--- config.mk ---
export PLATFORM = sky130hd
export DESIGN_NAME = control_unit
export DESIGN_NICKNAME = d
export VERILOG_FILES = /design/src/rtl/cpu_pkg.sv /design/src/rtl/control_unit.sv
export SDC_FILE = /design/constraint.sdc
export NUM_CORES = 1
export LEC_CHECK = 0
export ABC_AREA = 1
export CAP_MARGIN = 20
export CELL_PAD_IN_SITES_DETAIL_PLACEMENT = 0
export CELL_PAD_IN_SITES_GLOBAL_PLACEMENT = 2
export CORE_UTILIZATION = 19
export DETAILED_ROUTE_END_ITERATION = 8
export PLACE_DENSITY = 0.85
export SLEW_MARGIN = 20
export SYNTH_ARGS = -nofsm -noshare
export SYNTH_HDL_FRONTEND = slang
export SYNTH_SLANG_ARGS = --single-unit
export TNS_END_PERCENT = 1
--- constraint.sdc ---
create_clock -name clk -period 2.6 [get_ports clk]
set_input_delay 0.52 -clock clk [delete_from_list [all_inputs] [get_ports clk]]
set_output_delay 0.52 -clock clk [all_outputs]
set_load 0.01 [all_outputs]
--- src/rtl/cpu_pkg.sv ---
// Shared constants for the Phase 3 CPU: opcodes, one-hot ALU operations and
// the control sequencer state encoding.
package cpu_pkg;

  // Instruction opcodes, ir[31:27]
  localparam logic [4:0] OP_LD   = 5'b00000;
  localparam logic [4:0] OP_LDI  = 5'b00001;
  localparam logic [4:0] OP_ST   = 5'b00010;
  localparam logic [4:0] OP_ADD  = 5'b00011;
  localparam logic [4:0] OP_SUB  = 5'b00100;
  localparam logic [4:0] OP_AND  = 5'b00101;
  localparam logic [4:0] OP_OR   = 5'b00110;
  localparam logic [4:0] OP_ADDI = 5'b01100;
  localparam logic [4:0] OP_ANDI = 5'b01101;
  localparam logic [4:0] OP_ORI  = 5'b01110;
  localparam logic [4:0] OP_BR   = 5'b10011;
  localparam logic [4:0] OP_JR   = 5'b10100;
  localparam logic [4:0] OP_MFHI = 5'b11000;
  localparam logic [4:0] OP_MFLO = 5'b11001;
  localparam logic [4:0] OP_NOP  = 5'b11010;
  localparam logic [4:0] OP_HALT = 5'b11011;

  // One-hot ALU operation selects
  localparam logic [11:0] ALU_NONE = 12'h000;
  localparam logic [11:0] ALU_ADD  = 12'h001;
  localparam logic [11:0] ALU_SUB  = 12'h002;
  localparam logic [11:0] ALU_AND  = 12'h100;
  localparam logic [11:0] ALU_OR   = 12'h200;

  // Sequencer states. Each opcode's execute states are declared in order so
  // that a non-final execute state simply advances to the next encoding.
  typedef enum logic [5:0] {
    S_RESET, S_T0, S_T1, S_T2, S_HALT,
    S_NOP_T3,
    ADD_T3,  ADD_T4,  ADD_T5,
    SUB_T3,  SUB_T4,  SUB_T5,
    AND_T3,  AND_T4,  AND_T5,
    OR_T3,   OR_T4,   OR_T5,
    ADDI_T3, ADDI_T4, ADDI_T5,
    ANDI_T3, ANDI_T4, ANDI_T5,
    ORI_T3,  ORI_T4,  ORI_T5,
    LDI_T3,  LDI_T4,  LDI_T5,
    LD_T3,   LD_T4,   LD_T5,  LD_T6,  LD_T7,
    ST_T3,   ST_T4,   ST_T5,  ST_T6,  ST_T7,
    BR_T3,   BR_T4,   BR_T5,  BR_T6,
    JR_T3,   MFHI_T3, MFLO_T3
  } state_t;

  // First state after fetch for a given opcode. Undefined opcodes and nop
  // spend one idle execute slot, giving them the same 4-cycle length as jr.
  function automatic state_t first_exec(input logic [4:0] op);
    state_t s;
    case (op)
      OP_LD:   s = LD_T3;
      OP_LDI:  s = LDI_T3;
      OP_ST:   s = ST_T3;
      OP_ADD:  s = ADD_T3;
      OP_SUB:  s = SUB_T3;
      OP_AND:  s = AND_T3;
      OP_OR:   s = OR_T3;
      OP_ADDI: s = ADDI_T3;
      OP_ANDI: s = ANDI_T3;
      OP_ORI:  s = ORI_T3;
      OP_BR:   s = BR_T3;
      OP_JR:   s = JR_T3;
      OP_MFHI: s = MFHI_T3;
      OP_MFLO: s = MFLO_T3;
      OP_HALT: s = S_HALT;
      default: s = S_NOP_T3;
    endcase
    return s;
  endfunction

endpackage

--- src/rtl/control_unit.sv ---
// Hardwired Moore control sequencer. One T-step per clock; every datapath
// strobe is decoded from the state register (br T6 additionally gates PCin
// with the CON FF, the only place that flag is looked at).
module control_unit
  import cpu_pkg::*;
(
  input  logic        clk,
  input  logic        clr,
  input  logic [31:0] ir,
  input  logic        con_ff,
  output logic        PCout,
  output logic        MDRout,
  output logic        Zlowout,
  output logic        Zhighout,
  output logic        HIout,
  output logic        LOout,
  output logic        Cout,
  output logic        InPortout,
  output logic        PCin,
  output logic        MARin,
  output logic        MDRin,
  output logic        IRin,
  output logic        Yin,
  output logic        Zin,
  output logic        HIin,
  output logic        LOin,
  output logic        CONin,
  output logic        OutPortIn,
  output logic        MDRRead,
  output logic        RAMread,
  output logic        RAMwrite,
  output logic        Gra,
  output logic        Grb,
  output logic        Grc,
  output logic        Rin_in,
  output logic        Rout_in,
  output logic        BAout,
  output logic        IncPC,
  output logic        con_FF_Reset,
  output logic [11:0] ALUControl,
  output logic        run,
  output logic [5:0]  state_o
);

  state_t state_q;
  state_t state_d;

  // Only the opcode field steers the sequencer; register fields go to the datapath.
  logic unused_ir;
  assign unused_ir = ^ir[26:0];

  // Strobes not used by any instruction in this revision.
  assign Zhighout  = 1'b0;
  assign InPortout = 1'b0;
  assign HIin      = 1'b0;
  assign LOin      = 1'b0;
  assign OutPortIn = 1'b0;

  assign state_o = state_q;

  // Next-state: fetch chain, opcode dispatch after T2, final execute state back to T0.
  always_comb begin
    state_d = state_q;
    case (state_q)
      S_RESET: state_d = S_T0;
      S_T0:    state_d = S_T1;
      S_T1:    state_d = S_T2;
      S_T2:    state_d = first_exec(ir[31:27]);
      S_HALT:  state_d = S_HALT;
      S_NOP_T3, ADD_T5, SUB_T5, AND_T5, OR_T5, ADDI_T5, ANDI_T5, ORI_T5,
      LDI_T5, LD_T7, ST_T7, BR_T6, JR_T3, MFHI_T3, MFLO_T3:
               state_d = S_T0;
      default: state_d = state_t'(state_q + 6'd1);
    endcase
  end

  // State register; clr aborts any instruction immediately.
  always_ff @(posedge clk or posedge clr) begin
    if (clr) state_q <= S_RESET;
    else     state_q <= state_d;
  end

  // Output decode: each state lists only the strobes it raises.
  always_comb begin
    PCout        = 1'b0;
    MDRout       = 1'b0;
    Zlowout      = 1'b0;
    HIout        = 1'b0;
    LOout        = 1'b0;
    Cout         = 1'b0;
    PCin         = 1'b0;
    MARin        = 1'b0;
    MDRin        = 1'b0;
    IRin         = 1'b0;
    Yin          = 1'b0;
    Zin          = 1'b0;
    CONin        = 1'b0;
    MDRRead      = 1'b0;
    RAMread      = 1'b0;
    RAMwrite     = 1'b0;
    Gra          = 1'b0;
    Grb          = 1'b0;
    Grc          = 1'b0;
    Rin_in       = 1'b0;
    Rout_in      = 1'b0;
    BAout        = 1'b0;
    IncPC        = 1'b0;
    con_FF_Reset = 1'b0;
    ALUControl   = ALU_NONE;
    run          = (state_q != S_RESET) && (state_q != S_HALT);
    case (state_q)
      S_T0: begin
        PCout = 1'b1; MARin = 1'b1; IncPC = 1'b1; Zin = 1'b1; con_FF_Reset = 1'b1;
      end
      S_T1: begin
        Zlowout = 1'b1; PCin = 1'b1; MDRRead = 1'b1; MDRin = 1'b1; RAMread = 1'b1;
      end
      S_T2: begin
        MDRout = 1'b1; IRin = 1'b1;
      end
      ADD_T3, SUB_T3, AND_T3, OR_T3, ADDI_T3, ANDI_T3, ORI_T3: begin
        Grb = 1'b1; Rout_in = 1'b1; Yin = 1'b1;
      end
      ADD_T4, SUB_T4, AND_T4, OR_T4: begin
        Grc = 1'b1; Rout_in = 1'b1; Zin = 1'b1;
      end
      ADDI_T4, ANDI_T4, ORI_T4, LDI_T4, LD_T4, ST_T4, BR_T5: begin
        Cout = 1'b1; Zin = 1'b1;
      end
      ADD_T5, SUB_T5, AND_T5, OR_T5, ADDI_T5, ANDI_T5, ORI_T5, LDI_T5: begin
        Zlowout = 1'b1; Gra = 1'b1; Rin_in = 1'b1;
      end
      LDI_T3, LD_T3, ST_T3: begin
        Grb = 1'b1; BAout = 1'b1; Yin = 1'b1;
      end
      LD_T5, ST_T5: begin
        Zlowout = 1'b1; MARin = 1'b1;
      end
      LD_T6: begin
        MDRRead = 1'b1; MDRin = 1'b1; RAMread = 1'b1;
      end
      LD_T7: begin
        MDRout = 1'b1; Gra = 1'b1; Rin_in = 1'b1;
      end
      ST_T6: begin
        Gra = 1'b1; Rout_in = 1'b1; MDRin = 1'b1;
      end
      ST_T7: RAMwrite = 1'b1;
      BR_T3: begin
        Gra = 1'b1; Rout_in = 1'b1; CONin = 1'b1;
      end
      BR_T4: begin
        PCout = 1'b1; Yin = 1'b1;
      end
      BR_T6: begin
        Zlowout = 1'b1; PCin = con_ff;
      end
      JR_T3: begin
        Gra = 1'b1; Rout_in = 1'b1; PCin = 1'b1;
      end
      MFHI_T3: begin
        HIout = 1'b1; Gra = 1'b1; Rin_in = 1'b1;
      end
      MFLO_T3: begin
        LOout = 1'b1; Gra = 1'b1; Rin_in = 1'b1;
      end
      default: ;
    endcase
    case (state_q)
      ADD_T4, ADDI_T4, LDI_T4, LD_T4, ST_T4, BR_T5: ALUControl = ALU_ADD;
      SUB_T4:                                       ALUControl = ALU_SUB;
      AND_T4, ANDI_T4:                              ALUControl = ALU_AND;
      OR_T4, ORI_T4:                                ALUControl = ALU_OR;
      default:                                      ALUControl = ALU_NONE;
    endcase
  end

endmodule
* Yosys cells after proc, flatten, opt, wreduce, memory -nomap -nowiden *
Memory sizes are Yosys's and may differ from the RTL's.
Cells that the tools add are included.
Widths: inputs -> output; s select.

operators by class
  mux-type cells = 24
  add/sub/neg operators = 1
  reduce and logical (&&, ||, !) cells = 23
  equality and inequality tests = 47

operators by type and width
  kind                 count
  $eq 6x5->1 const B   16
  $eq 6x6->1 const B   15
  $eq 6x4->1 const B   8
  $pmux 10 s4          1
  $pmux 6 s5           1
  $reduce_or 14->1     2
  $eq 6x3->1 const B   4
  $reduce_or 12->1     2
  $reduce_or 11->1     2
  $mux 1               21
  $reduce_or 16->1     1
  $eq 6x2->1 const B   2
  $reduce_or 2->1      6
  $reduce_or 10->1     1
  $reduce_or 3->1      3
  $reduce_or 7->1      1
  $add 6x1->6 const B  1
  $eq 6x1->1 const B   1
  $logic_not 6->1      1
  $ne 6x3->1 const B   1
  $reduce_bool 6->1    1
  $reduce_or 6->1      1
  $reduce_or 4->1      1
  $pmux 1 s2           1
  $logic_and 1x1->1    1

word-level totals
  flip-flop bits (word level) = 6
  memories = 1
  input port bits = 35
  output and inout port bits = 48
  bits in read-only memories = 192

memories
  memory            words  bits a word  read ports  clocked after Yosys merged registers in  wr ports  line           source
  (name not given)  32     6            1           0                                        0         cpu_pkg.sv:53  case (op)

* Depth between registers and ports, before layout *
Gate-level depths: netlist of run 1.

  depth in word-level cells = 3
  mapped depth = 10
  mapped depth without buffers = 9

* Worst setup path after synthesis of run 1 *
Ideal clock, no wire load.

  path type = reg-to-output
  from = register state_q[0] (netlist: state_o[0])
  to = output MDRin
  cell stages (with the launch flop) = 8
  arrival = 1.480 ns
  required time = 2.080 ns
  path buffers = 0
  slack = 0.600 ns
  cell sequence = dfrtp_1 inv_1 ha_1 nand2_1 nor2_2 inv_2 o21ai_0 or2_1

on the way
  cells in the longest elaborated chain, start to end = 3
  elaborated cells between the ends (all ways) = 5
  classes of those cells = eq/ne (3); mux (1); reduce/logical (1)

RTL lines
  item                                      line                 source
  start, declared                           control_unit.sv:45   state_t state_q;
  start signal, assigned                    control_unit.sv:80   else state_q <= state_d;
  $eq 6x6->1 or $eq 6x2->1 (tied branches)  control_unit.sv:111  case (state_q)
  $reduce_or 3->1 (no line) *               n/a
  $mux 1 *                                  control_unit.sv:111
  end, declared                             control_unit.sv:21   output logic MDRin,

Mark *: on every way between the ends. The rest lies on a longest branch, timed or not.

* Final worst setup path of run 1 *
  from = register state_q[0] (netlist: state_o[0])
  to = output Zlowout

on the way
  cells in the longest elaborated chain, start to end = 3
  elaborated cells between the ends (all ways) = 14
  classes of those cells = eq/ne (12); mux (1); reduce/logical (1)

RTL lines
  item                                      line                 source
  $eq 6x4->1, or another cell as far along  control_unit.sv:111
  $reduce_or 12->1 (no line) *              n/a
  $mux 1 *                                  control_unit.sv:111
  end, declared                             control_unit.sv:13   output logic Zlowout,

Marks and branches as above.

==> run summary, run 1 <==
The run finished with clean final reports. In the final routed layout, each cell accounts on average for 11.20 µm. At the worst endpoint, the arrival time is 2.04 ns. For the leakage power figure, the log shows 0.001041 µW.

For the top-level port count, the log shows 83. TritonCTS built the clock tree. The largest fanout on the critical path is 4. The clock transition time at the flip-flop clock pins of the worst setup and hold paths was 0.04 ns. The run gives 0.001903 mm² as the placed standard-cell area. Setup repair after global routing could not meet its margin everywhere. The worst-case IR drop observed on VDD is 0.3231 mV.

The period utilization came out at 0.9855. The run gives 6 as the TritonCTS sink count. The number of different library cells used by synthesis comes to 32. The final design instance area without fill was 0.002014 mm²; the register area was 153.9 µm². The Yosys step of the flow raised 0 warnings. The repair_antennas step left the layout with diodes totalling 0.

The combined global-route utilization of all metal layers was 0.1115. The tools report the count of endpoints failing setup in the final report as 0. The logs give 328 for the final-stage net count and 0.001426 mm² for the synthesized cell area. In the routed design, unresolved DRC markers number 0. For this block, the routed nets add up to 4244 µm of wire. The first global-routing pass estimated 6865 µm of wire.

The kind of capture point of the worst setup path was an output port. The shortest clock period the worst path allows after layout works out to 2.562 ns. After filler insertion, the fill cell instance count of the layout stands at 821. The max-capacitance violation count is 0, and the critical path required time is 2.08 ns. The number of buffer cells added on primary ports is 42, and the width of the chip is 88.65 µm. For the half-perimeter wire length after detailed placement, the log shows 3597 µm. The library cell used as clock root buffer was sky130_fd_sc_hd__clkbuf_8.

The final estimated routing congestion in global placement was 0.7918. Summing all multi-input logic gate instances after layout gives 0.001090 mm². The later pin in the worst-skew pair is clocked with a latency of 0.22 ns.

Counting every instance in the synthesized netlist gives 235. By startpoint and endpoint, the worst setup path is classified as reg -> out. The per-cell via count in the routed design works out to 4.201. The count of final hold-check violations is 0.

Leaving out fill and tap cells, the most frequent cells in the layout are 46 x sky130_fd_sc_hd__nand2_1, 36 x sky130_fd_sc_hd__clkdlybuf4s50_1, 31 x sky130_fd_sc_hd__nor2_1, 22 x sky130_fd_sc_hd__inv_1, 18 x sky130_fd_sc_hd__nand3_1. In this run the worst hold path is classified as in -> async. The number of flip-flops in the largest register came out at 6. In this run the standard cell core region covers 0.007253 mm². The die covers 0.007858 mm². Worst hold margin: 0.5244 ns. Most common cell after layout, fill and taps aside: sky130_fd_sc_hd__nand2_1.

After floorplanning, the core was divided into 31 placement rows. The tools report the detailed-route via count as 1592. The first routing iteration left 61 violations. The vertical die dimension works out to 88.65 µm. In this run the mean area of a mapped cell was 6.070 µm². The logs give 1 for the CTS H-tree depth and 1486 for the via count of the first global-routing pass.

Power spread over the standard cell area amounts to 1086 mW/mm². Number of CTS-inserted buffers: 3. Power comes to 2187 µW.

For the post-route clock skew, the log shows 0.003092 ns. The run gives 0.1053 as the sequential-to-total area share from yosys stat. The worst setup path is launched from a flip-flop. The area growth from synthesis to layout is 41.23%. The maximum number of pins on one net before global-route repair was 16; the initial cell density of the core was 0.1967. Counting flops and latches in the post-synthesis netlist gives 6.

The number of antenna violations at the first check in global routing is 0, and the fraction of final layout cells sized beyond drive strength 1 is 0.1964. For this run, the top clock speed supported by timing is 390.3 MHz. Summed over all layers, the global routing overflow is 0.

In this run the deepest clock path goes through 2 buffers. For the count of TritonRoute iterations in the first routing pass, the log shows 4. The logs give 0 for the number of nets with antenna violations after detailed routing and 0 for the number of pins exceeding their max-slew limit in the final report.
==> final cells by class <==
class,instances,share of cell area
Clock buffer,3,0.02050
Sequential cell,6,0.07640
Multi-Input combinational cell,191,0.5410
Timing Repair Buffer,50,0.2422
Inverter,30,0.05839
Tap cell,99,0.06149
==> stage by stage <==
stage / setup WS [ns] / setup TNS, ns / instances / util
floorplan: 0.6002 / 0 / 247 / -
finish: 0.03777 / 0 / 379 / 0.2777
global placement: 0.1135 / 0 / 375 / 0.2624
detailed placement: 0.1123 / 0 / 375 / 0.2624
CTS: -0.008602 / -0.008602 / 379 / 0.2738
global route: -0.1009 / -0.3658 / 379 / 0.2777
==> worst max-delay path, cell delays in order (launching register included) <==
cell                              delay [ns]
sky130_fd_sc_hd__dfrtp_1                0.41
sky130_fd_sc_hd__inv_2                  0.12
sky130_fd_sc_hd__ha_2                   0.25
sky130_fd_sc_hd__nand3_2                0.12
sky130_fd_sc_hd__nand2_1                0.08
sky130_fd_sc_hd__nand2_1                0.07
sky130_fd_sc_hd__nand2_2                0.12
sky130_fd_sc_hd__nor2_8                 0.06
sky130_fd_sc_hd__nand2_1                0.06
sky130_fd_sc_hd__clkdlybuf4s50_1        0.54
==> path summary, 6_finish.rpt <==
path,startpoint,to,slack [ns],cells past startpoint
worst max-delay path,state_o[0],Zlowout,0.04,9
worst min-delay path,clr,state_o[0],0.52,2
worst max register to register,state_o[0],state_o[4],0.96,10
worst min register to register,state_o[0],state_o[0],0.72,3
max in group asynchronous,clr,state_o[3],1.87,2
min in group clk,state_o[0],state_o[0],0.72,3
==> kinds of logic after synthesis <==
family	synth area share
and+or+nand+nor	0.4763
xor gates and xnor gates	0.01842
buffers and inverters	0.1982
AOI/OAI and AO/OA	0.1026
DFF	0.1053
other	0.002629
adders and majority gates	0.09649
==> report_power, final <==
part	internal (µW)	switching, µW	total, µW
combinational	808	1000	1810
clock	99.2	38.0	137
sequential	145	94.6	240
==> repair_timing <==
action	in CTS	in global routing
hold endpoints to repair	0	0
gates resized for setup	15	10
gates cloned	0	0
endpoints found under the setup margin	16	14
pin swaps	0	1
hold buffers	0	0
setup buffers	1	0
==> synthesized netlist by cell type, drive strengths merged <==
library cell | n | area share
nor3 | 1 | 0.0035
clkinv | 1 | 0.0026
xor2 | 3 | 0.018
a21oi | 10 | 0.035
nand3 | 24 | 0.098
nor4 | 1 | 0.0044
o22ai | 1 | 0.0044
ha | 11 | 0.096
o2111ai | 1 | 0.0061
buf | 19 | 0.11
nand4 | 10 | 0.044
nor2 | 44 | 0.16
a31oi | 3 | 0.013
o211ai | 1 | 0.0053
nand2 | 55 | 0.16
inv | 29 | 0.080
or2 | 1 | 0.0044
o21ai | 11 | 0.039
dfrtp | 6 | 0.11
clkbuf | 1 | 0.0026
conb | 1 | 0.0026
or3 | 1 | 0.0044
==> per-layer routing <==
metal / track usage / vias to the layer above / wire length [µm]
met1: 0.1440 / 718 / 2027
met3: 0.007463 / 4 / 132
met2: 0.1951 / 40 / 2039
li1: - / 830 / -
met5: 0 / - / 0
met4: 0.03959 / 0 / 44
No activity file was read; power rests on OpenSTA's default activity.
==> run 2: changes to the inputs <==
--- a/config.mk
+++ b/config.mk
@@ -9,10 +9,10 @@
 export CAP_MARGIN = 20
 export CELL_PAD_IN_SITES_DETAIL_PLACEMENT = 0
 export CELL_PAD_IN_SITES_GLOBAL_PLACEMENT = 2
-export CORE_UTILIZATION = 19
+export CORE_UTILIZATION = 20
+export CTS_BUF_LIST = sky130_fd_sc_hd__clkbuf_4 sky130_fd_sc_hd__clkbuf_8
 export DETAILED_ROUTE_END_ITERATION = 8
-export PLACE_DENSITY = 0.85
-export SLEW_MARGIN = 20
+export PLACE_DENSITY_LB_ADDON = 0.3
 export SYNTH_ARGS = -nofsm -noshare
 export SYNTH_HDL_FRONTEND = slang
 export SYNTH_SLANG_ARGS = --single-unit
==> run 2 against run 1 <==
  * The run now ends with setup timing left
  * Routed wire length rose by 10%
  * Combinational power up 4%
  * Sequential cell count is the same
  * Critical path type unchanged
  * Highest routed layer unchanged
==> run summary, run 2 (same netlist as run 1, synthesis figures left out) <==
Across all register-to-register paths, the minimum setup slack is 0.91 ns. The tools report the number of placement rows as 30. The relative contribution of the clock network to total power was 0.059.

The period utilization is 1.004, and the number of flip-flops in the largest register is 6. Internal power comes to 1097 µW. Based on the critical path, the design can be clocked at up to 383.2 MHz. The cell type with the highest occurrence count on the critical path is sky130_fd_sc_hd__nor2_1. For the count of final hold-check violations, the log shows 0. The type of the most critical hold path was in -> async.

The die is 86.45 µm tall. The later pin in the worst-skew pair is clocked with a latency of 0.22 ns. For the total negative slack for setup checks, the log shows -0.01254 ns. Of all nets on the critical path, the largest fanout is 4.

Setup repair after global routing could not meet its margin everywhere. The sequential power share came out at 0.106. The tools report the combined global-route utilization of all metal layers as 0.1315. Dividing total power by cell area gives a power density of 1090 mW/mm². The quantity of hold-fixing buffers added after cts came out at 0.

STA classifies the critical path startpoint as a flip-flop. The layout-stage area growth over the synthesis result works out to 45.70%. The first global-routing pass estimated 7852 µm of wire.

The cell family contributing the most delay on the critical path is buffers and inverters. The final routed wire length divided by cell count came out at 12.29 µm. The initial cell density of the core is 0.2088. The library cell contributing the largest single delay on the critical path is sky130_fd_sc_hd__clkdlybuf4s50_1. The final-stage net count was 333.

The final estimated routing congestion in global placement came out at 0.8037. The run gives 2265 µW as the overall power after layout. For the detailed-route via count, the log shows 1594. The logs give -0.009668 ns for the least setup slack across all paths after layout and 0.007474 mm² for the floorplan die area.

The fraction of final layout cells sized beyond drive strength 1 was 0.2211. The CTS H-tree depth is 1. Per-cell via count in the routed design: 4.184. The worst flop-to-flop path endpoint is state_o[2].

The width of the chip was 86.45 µm. The tools report the library cell used as clock root buffer as sky130_fd_sc_hd__clkbuf_8. By startpoint and endpoint, the worst setup path is classified as reg -> out. For the number of CTS-inserted buffers, the log shows 3.

The clock transition time at the flip-flop clock pins of the worst setup and hold paths came out at 0.03 ns. At the worst endpoint, the arrival time is 2.09 ns. The final layout contains routed wiring with a total length of 4682 µm. For this run, the detailed router's first-pass iteration total came to 4.

Combinational power share: 0.835. Across the run, the number of max-cap violations was 0. The count of endpoints failing setup in the final report came out at 2. The tools report the post-route clock skew as 0.0008635 ns.

For this run the aggregate overflow at the end of global routing stands at 0. Entering global routing, the biggest net connects 16 pins. Buffer and inverter count on the worst path: 2.

TritonCTS built the clock tree. The number of nets with antenna violations after detailed routing was 0. For this block, the initial DRC count from the detailed router was 65. The shortest clock period the worst path allows after layout is 2.610 ns.

For the power spent charging and discharging nets, the log shows 1168 µW. During I/O placement, the number of pins put on the boundary was 83. The tree built by TritonCTS fans out to 6 sinks. Switching part of the total power: 0.5158. The run finished, with violations left.

Detailed placement ended at an HPWL of 3827 µm. After detailed routing, the number of remaining DRC violations is 0. The worst register-to-register path has a depth of 10. After floorplanning, the core was sized to cover 0.006832 mm². In the layout the commonest cells are 47 x sky130_fd_sc_hd__nand2_1, 35 x sky130_fd_sc_hd__clkdlybuf4s50_1, 31 x sky130_fd_sc_hd__nor2_1, 22 x sky130_fd_sc_hd__inv_1, 18 x sky130_fd_sc_hd__nand3_1. The clock passes through at most 2 buffers. The number of buffer cells added on primary ports was 42. The via count of the first global-routing pass is 1630.

The number of antenna violations at the first check in global routing was 0. Leakage power figure: 0.001110 µW. 0 antenna diodes ended up in the layout. The worst stage delay on the critical path was 0.54 ns. The final reports fail on setup timing.

Start of the worst register-to-register path: state_o[1]. Number of pins exceeding their max-slew limit in the final report: 0. The signal on the critical path passes through inv_1, ha_2, nand3_2, nor2_1, nor2_1, nand2_2, nor2_8, nand3_1, clkdlybuf4s50_1.

The critical path required time is 2.08 ns. The worst-case IR drop observed on VDD is 0.2796 mV. Most common cell after layout, fill and taps aside: sky130_fd_sc_hd__nand2_1. STA classifies the critical path endpoint as an output port.
==> run 2: cell count changes in the layout (fill, tap and decap cells not counted), sizes merged <==
cell	previous run	this run
clkdlybuf4s50	36	35
buf	8	13
dlymetal6s2s	4	7
dlygate4sd2	2	0
==> run 2: per-stage QoR <==
stage,hold slack [ns],util,worst slack [ns],instances,area [µm²]
final,0.5196,0.3042,-0.009668,381,2078
after global routing,0.5570,0.3042,-0.1379,381,2078
after CTS,0.5311,0.2919,-0.05211,377,1994
after detailed placement,0.6892,0.2802,0.07448,374,1914
after global placement,0.6974,0.2802,0.06742,374,1914
after floorplan,0.3110,-,0.6002,247,1471
==> run 2: worst reg2reg max path, delay by kind of cell, from the launching register on <==
kind                       cells  cell delay [ns]
and+or+nand+nor                7             0.63
DFF                            1             0.44
adders and majority gates      1             0.23
buffers and inverters          2             0.25
==> run 2: worst max path at each step <==
stage / slack, ns / cells after the start / startpoint / end
4_1_cts: -0.05 / 9 / state_o[1] / Gra
5_1_grt: -0.14 / 9 / state_o[2] / Zin
2_1_floorplan: 0.60 / 7 / state_o[0] / MDRin
3_5_place_dp: 0.07 / 8 / state_o[0] / MDRin
6_report: -0.01 / 9 / state_o[1] / Rin_in
3_3_place_gp: 0.07 / 8 / state_o[3] / Zin
==> run 2: per-layer routing <==
| layer | part of all wire | vias up | GRT usage |
|---|---|---|---|
| met3 | 0.034 | 6 | 0.01333 |
| met2 | 0.50 | 35 | 0.2316 |
| met5 | 0 | - | 0 |
| met1 | 0.45 | 722 | 0.1682 |
| li1 | - | 831 | - |
| met4 | 0.013 | 0 | 0.04091 |
==> run 2: final cells by class <==
class / count / area [µm²]
Clock buffer: 3 / 41.29
Fill cell: 811 / 4753
Inverter: 30 / 117.6
Multi-Input combinational cell: 191 / 1107
Sequential cell: 6 / 156.4
Tap cell: 96 / 120.1
Timing Repair Buffer: 55 / 535.5
==> run 2: what timing repair did <==
item,CTS,global route
resized for setup,12,18
setup buffers,0,4
setup endpoints to repair,16,20
pin swaps,0,1
==> run 2: power by group through the flow <==
stage | logic (µW) | clock network, µW | registers [µW]
3_3_place_gp | 1840 | 0 | 229
5_1_grt | 2090 | 147 | 251
6_report | 1890 | 134 | 240
4_1_cts | 1850 | 138 | 236
2_1_floorplan | 1110 | 0 | 210
3_5_place_dp | 1820 | 0 | 228
==> run 3: changes to the inputs <==
--- a/config.mk
+++ b/config.mk
@@ -5,15 +5,14 @@
 export SDC_FILE = /design/constraint.sdc
 export NUM_CORES = 1
 export LEC_CHECK = 0
-export ABC_AREA = 1
+export ABC_AREA = 0
 export CAP_MARGIN = 20
 export CELL_PAD_IN_SITES_DETAIL_PLACEMENT = 0
 export CELL_PAD_IN_SITES_GLOBAL_PLACEMENT = 2
-export CORE_UTILIZATION = 20
+export CORE_UTILIZATION = 21
 export CTS_BUF_LIST = sky130_fd_sc_hd__clkbuf_4 sky130_fd_sc_hd__clkbuf_8
 export DETAILED_ROUTE_END_ITERATION = 8
 export PLACE_DENSITY_LB_ADDON = 0.3
 export SYNTH_ARGS = -nofsm -noshare
 export SYNTH_HDL_FRONTEND = slang
 export SYNTH_SLANG_ARGS = --single-unit
-export TNS_END_PERCENT = 1
==> run 3 against run 2 <==
  * The flow now finishes without violations
  * Highest routed layer unchanged
  * Critical path type unchanged
  * Critical endpoint is now Yin
  * Register-to-register slack got worse by 0.71 ns
  * Area after synthesis is 7.5% higher
  * Critical path depth down 1
  * Cell count grew 11%
  * Die area grew 2.3%
  * Worst setup slack improved by 0.060 ns
  * Synthesized cell count down 1.3%
  * Routed wire length up 23%
==> run summary, run 3 <==
The CTS H-tree depth is 1, and the post-synthesis register bit count is 6. Final design instance area without fill: 0.002614 mm². The register with the most flip-flops in the layout has 6 of them. For the half-perimeter wire length after detailed placement, the log shows 4498 µm. The global route total overflow was 0; the detailed-route via count was 1969. For this run, the post-layout net count is 375. The cell with the most instances after synthesis was sky130_fd_sc_hd__nor2_1. The area share of the largest cell type after synthesis is 0.09796, and the placed standard-cell area is 0.002407 mm². Most area-hungry cell type in the Yosys netlist: sky130_fd_sc_hd__dfrtp_1. Library cell used as clock root buffer: sky130_fd_sc_hd__clkbuf_8. The proportion of synthesized flip-flops having asynchronous set or reset was 1.000. The tools report the number of synthesis warnings as 0.

In this run the worst hold path is classified as in -> async. Each instance of the synthesized netlist takes up on average 6.607 µm². The tools report the top-level port count as 83. The logs give 0.2210 for the met1 routing resource usage after global routing and 0.006907 mm² for the core footprint. The element type at the critical path start is a flip-flop. The run gives 0.2219 as the initial cell density of the core. In this run, CTS created clock tree buffers numbering 3.

For the final database, setup skew stands at 0.003275 ns. The wire length of the first global-routing pass is 9390 µm, and the final estimated routing congestion in global placement is 0.8165. Row generation in the floorplan step produced 30 rows. The count of final hold-check violations is 0.

The type of the setup path with the least slack was reg -> out. In the routed layout, each cell is associated on average with a via count of 4.655. The smallest clock period supported by the final layout is computed as 2.550 ns. Violation count after the first detailed-routing iteration: 122.

Leaving out fill and tap cells, the most frequent cell in the layout is sky130_fd_sc_hd__buf_4. The global-route layer with the greatest usage is met2. TritonCTS sink count: 6. The floorplan step set the die height to 87.43 µm.

The fraction of final layout cells sized beyond drive strength 1 is 0.3364, and the period utilization is 0.9807. The flow ran to the end, and the final reports show no timing, DRC or antenna violations. No sink is reached through more buffers than the 2 on the longest clock path.

The worst vdd rail ir drop was 0.3656 mV. The count of placed standard cells including taps is 409. The run gives 2773 µW as the overall power after layout. After synthesis the cells add up to 0.001533 mm².

The count of endpoints failing setup in the final report is 0. The run gives 232 as the cell count after synthesis. Setup repair after global routing could not meet its margin everywhere. Entering global routing, the biggest net connects 18 pins.

After detailed routing, the average wire length per cell comes to 13.58 µm. The clock transition time at the flip-flop clock pins of the worst setup and hold paths was 0.04 ns; the width of the chip was 87.43 µm. The sequential-to-total area share from yosys stat is 0.09796, and the count of antenna diodes in the layout is 0. In this run the static leakage power is 0.001289 µW.

TritonCTS built the clock tree. The die covers 0.007644 mm². The number of antenna violations at the first check in global routing came out at 0. The combined global-route utilization of all metal layers is 0.1581, and the number of pins exceeding their max-slew limit in the final report is 0. The layout-stage area growth over the synthesis result came out at 70.53%. For the number of distinct library cell variants in the gate-level netlist after synthesis, the log shows 48. By area the synthesized netlist is led by sky130_fd_sc_hd__dfrtp_1 9.8%, sky130_fd_sc_hd__ha_1 9.0%, sky130_fd_sc_hd__buf_4 7.3%.

The first detailed-routing pass took 4 iterations. For the worst setup path, the data required time is 2.08 ns. Leaving out filler cells and counting taps, the final layout contains 423.

The number of nets with antenna violations after detailed routing was 0; the max-capacitance violation count was 0. The logs give 0.01137 for the met3 global-route usage and 0.22 ns for the insertion delay of the later-clocked pin in the worst-skew pair. The met2 global-route usage is 0.2557. Summed over all layers, the routed wires come to 5746 µm. The fmax came out at 392.2 MHz. In the layout the commonest cells are 65 x sky130_fd_sc_hd__buf_4, 20 x sky130_fd_sc_hd__clkdlybuf4s50_1, 19 x sky130_fd_sc_hd__nor2_1, 18 x sky130_fd_sc_hd__nand2_1, 15 x sky130_fd_sc_hd__a21oi_1.

The final routed DRC violation total was 0. STA classifies the critical path endpoint as an output port. In this run, synthesis inferred 0 flip-flops with an integrated enable. Along the worst path, the maximum fanout reaches 5. Power density over cell area: 1061 mW/mm². Input and output buffers added on the ports amount to 42. The prevailing post-synth register cell was sky130_fd_sc_hd__dfrtp_1. Ranked by instance count, the synthesized netlist is headed by 20 x sky130_fd_sc_hd__nor2_1, 19 x sky130_fd_sc_hd__nand2_1, 16 x sky130_fd_sc_hd__a21oi_1.

Fill cells in the final layout number 791. Data arrives at the worst endpoint at 2.03 ns. The via count of the first global-routing pass was 1866.
## run 3: timing repair
action	in CTS	in global routing
endpoints found under the setup margin	24	18
endpoints found under the hold margin	0	0
gates resized for setup	53	18
setup buffers	8	3
hold buffers	0	0
pin swaps	8	10
cloned	0	0
## run 3: cell type report
type	count	area, µm²	share of cell area
multi-input combinational	194	1290	0.4935
timing repair buffer	113	965.9	0.3696
sequential	6	155.1	0.05936
tap	96	120.1	0.04595
clock buffer	3	41.29	0.01580
inverter	11	41.29	0.01580
## run 3: through the flow
| step | setup TNS [ns] | worst slack [ns] | util | hold WS, ns |
|---|---|---|---|---|
| floorplan | 0 | 0.1307 | - | 0.3110 |
| global placement | -1.429 | -0.2266 | 0.3486 | 0.7597 |
| detailed placement | -1.259 | -0.2159 | 0.3486 | 0.7636 |
| CTS | 0 | 0.001205 | 0.3717 | 0.5225 |
| global route | -0.1578 | -0.06995 | 0.3784 | 0.5364 |
| finish | 0 | 0.05022 | 0.3784 | 0.5101 |
## run 3: cell families (layout without fill, tap and decap cells)
logic type / after synthesis / in the layout / share of synthesized area
adder cells (fa/ha/maj): 11 / 11 / 0.08979
buffers and inverters: 44 / 127 / 0.1486
AND/OR/NAND/NOR: 102 / 102 / 0.3510
flip-flops: 6 / 6 / 0.09796
XOR/XNOR: 3 / 3 / 0.01715
other: 1 / 13 / 0.002447
multiplexers: 3 / 3 / 0.02041
AO/OA/AOI/OAI: 62 / 62 / 0.2727
## run 3: report_power, final
part	total (µW)	internal [µW]	switching [µW]
combinational	2440	1220	1220
clock	138	99.3	38.4
sequential	197	142	55.1
total	2770	1460	1310
## run 3: path summary, 6_finish.rpt
kind                                 start          to  slack, ns  depth (start not counted)
worst max-delay path            state_o[1]         Yin       0.05                          8
max in group asynchronous              clr  state_o[4]       1.89                          2
worst min-delay path                   clr  state_o[0]       0.51                          2
worst max register to register  state_o[1]  state_o[0]       0.20                          9
worst min register to register  state_o[4]  state_o[2]       0.88                          3
min in group clk                state_o[4]  state_o[2]       0.88                          3
## run 3: critical path, stage by stage, from the launching register on
cell	delay, ns
sky130_fd_sc_hd__dfrtp_2	0.43
sky130_fd_sc_hd__buf_6	0.13
sky130_fd_sc_hd__ha_4	0.17
sky130_fd_sc_hd__mux2i_1	0.14
sky130_fd_sc_hd__o2bb2ai_1	0.08
sky130_fd_sc_hd__a21oi_1	0.17
sky130_fd_sc_hd__nor2_1	0.08
sky130_fd_sc_hd__or4_1	0.46
sky130_fd_sc_hd__buf_2	0.15
## run 3: layer usage
| layer | part of all wire | wire [µm] |
|---|---|---|
| met1 | 0.49 | 2796 |
| met2 | 0.46 | 2623 |
| met3 | 0.036 | 205 |
| met4 | 0.021 | 121 |
| met5 | 0 | 0 |
==> variant: new RTL, flow settings as in run 1 <==
Put a register stage on the output `MDRin`. The value now appears one clock later. The other outputs are not delayed to match.
--- a/src/rtl/control_unit.sv
+++ b/src/rtl/control_unit.sv
@@ -42,4 +42,6 @@
   output logic [5:0]  state_o
 );
+
+  logic MDRin_d;
 
   state_t state_q;
@@ -91,5 +93,5 @@
     PCin         = 1'b0;
     MARin        = 1'b0;
-    MDRin        = 1'b0;
+    MDRin_d      = 1'b0;
     IRin         = 1'b0;
     Yin          = 1'b0;
@@ -114,5 +116,5 @@
       end
       S_T1: begin
-        Zlowout = 1'b1; PCin = 1'b1; MDRRead = 1'b1; MDRin = 1'b1; RAMread = 1'b1;
+        Zlowout = 1'b1; PCin = 1'b1; MDRRead = 1'b1; MDRin_d = 1'b1; RAMread = 1'b1;
       end
       S_T2: begin
@@ -138,5 +140,5 @@
       end
       LD_T6: begin
-        MDRRead = 1'b1; MDRin = 1'b1; RAMread = 1'b1;
+        MDRRead = 1'b1; MDRin_d = 1'b1; RAMread = 1'b1;
       end
       LD_T7: begin
@@ -144,5 +146,5 @@
       end
       ST_T6: begin
-        Gra = 1'b1; Rout_in = 1'b1; MDRin = 1'b1;
+        Gra = 1'b1; Rout_in = 1'b1; MDRin_d = 1'b1;
       end
       ST_T7: RAMwrite = 1'b1;
@@ -176,3 +178,7 @@
   end
 
+  always_ff @(posedge clk) begin
+    MDRin <= MDRin_d;
+  end
+
 endmodule
Check against the original RTL: not equivalent (Yosys sat finds a counterexample within 4 cycles, from zero or initial values).
==> variant against run 1 <==
- setup slack got worse by 32 ps
- power up 6.6%
- sequential cell count is 1 higher
- global-route usage is 0.43 points higher
- synthesized area decreased by 2.4%
- wire length increased by 1.8%
- via count rose by 5.8%
- cell area up 6.6%
- synthesized cell count grew 3.0%
==> variant: results <==
[pwr]
leakagePower_nw = 1.25
power_density_mw_per_mm2 = 1090
peakVddDrop_v = 0.000309
switching_power_mw = 1.16
pwr-share-seq_pct = 10.4
combPwrFrac_pct = 83.3

[critical_path]
worstPathMaxFanout = 8
r2r-end = "state_o[2]$_DFF_PP0_"
worst_ep_arrival_time_ps = 2070
r2r-start = "state_o[3]$_DFF_PP0_"
cp-startpoint = "state_o[2]$_DFF_PP0_"
ff2ff_setup_slack_ps = 880
r2r.worst_path.cells = 8

[placed_design]
placed_area_mm2 = 0.00201
dpl.cell_count = 393
gp_congestion = 0.835
dp_hpwl_um = 3670
post-place-ws_ps = 15.9

[grt]
grt_max_degree = 10
grt_pass1_wl_um = 7120
grt_pass1_vias = 1607
grt_usage_pct = 11.6

[synth]
synthTopCellsByArea = "nand2_1 17%, nand3_1 11%, dfrtp_1 11%, ha_1 9.9%, buf_4 9.2%"
synthDistinctLibCells = 27
netlist_instances = 242
synth_compound_area_share_pct = 9.43
synthArstFlopShare_pct = 85.7
synth-xor-area-share_pct = 2.52
synth_common_cells = "63 x nand2_1, 31 x nand3_1, 30 x inv_1"
synthAdderAreaFrac_pct = 9.88

[cells_and_area]
layout-drive-gt1-share_pct = 18.8
final_net_count = 351
nFillCells = 787

[sta]
skew_ps = 1.38
fmax_mhz = 385

[route]
wl_um = 4320
vias = 1684
post_drt_wl_per_cell_um = 10.8
drtIter0Drc = 62

[outcome]
outcome = "finished clean"
[variant: cell count changes after synthesis, sizes merged, moves of 2 or more]
cell    change
nand3b      +3
inv         +5
clkbuf      +2
nor3        +6
a31oi       -3
nor2       -15
nand4       -7
nand3       +8
nand2       +8
o21ai       +2
[variant: repair_timing]
item                                    in CTS  in global routing
endpoints found under the hold margin        0                  0
endpoints found under the setup margin      16                 17
pin swaps                                    0                  2
resized for setup                           16                 12
buffers inserted                             1                  2
[variant: layout make-up]
type | instances | area [um2] | share of cell area [%]
Clock buffer | 4 | 45.0 | 2.10
Inverter | 34 | 128 | 5.94
Multi-Input combinational cell | 191 | 1040 | 48.6
Sequential cell | 7 | 173 | 8.04
Tap cell | 96 | 120 | 5.59
Timing Repair Buffer | 68 | 638 | 29.7
[variant: layer usage]
layer  vias up  global-route usage [%]  wire length, um  part of all wire [%]
met5         -                       0                0                     0
met4         0                    1.79               15                  0.35
met3         2                   0.566              149                   3.4
met2        40                    22.9             2220                    51
met1       778                    13.9             1940                    45
li1        864                       -                -                     -
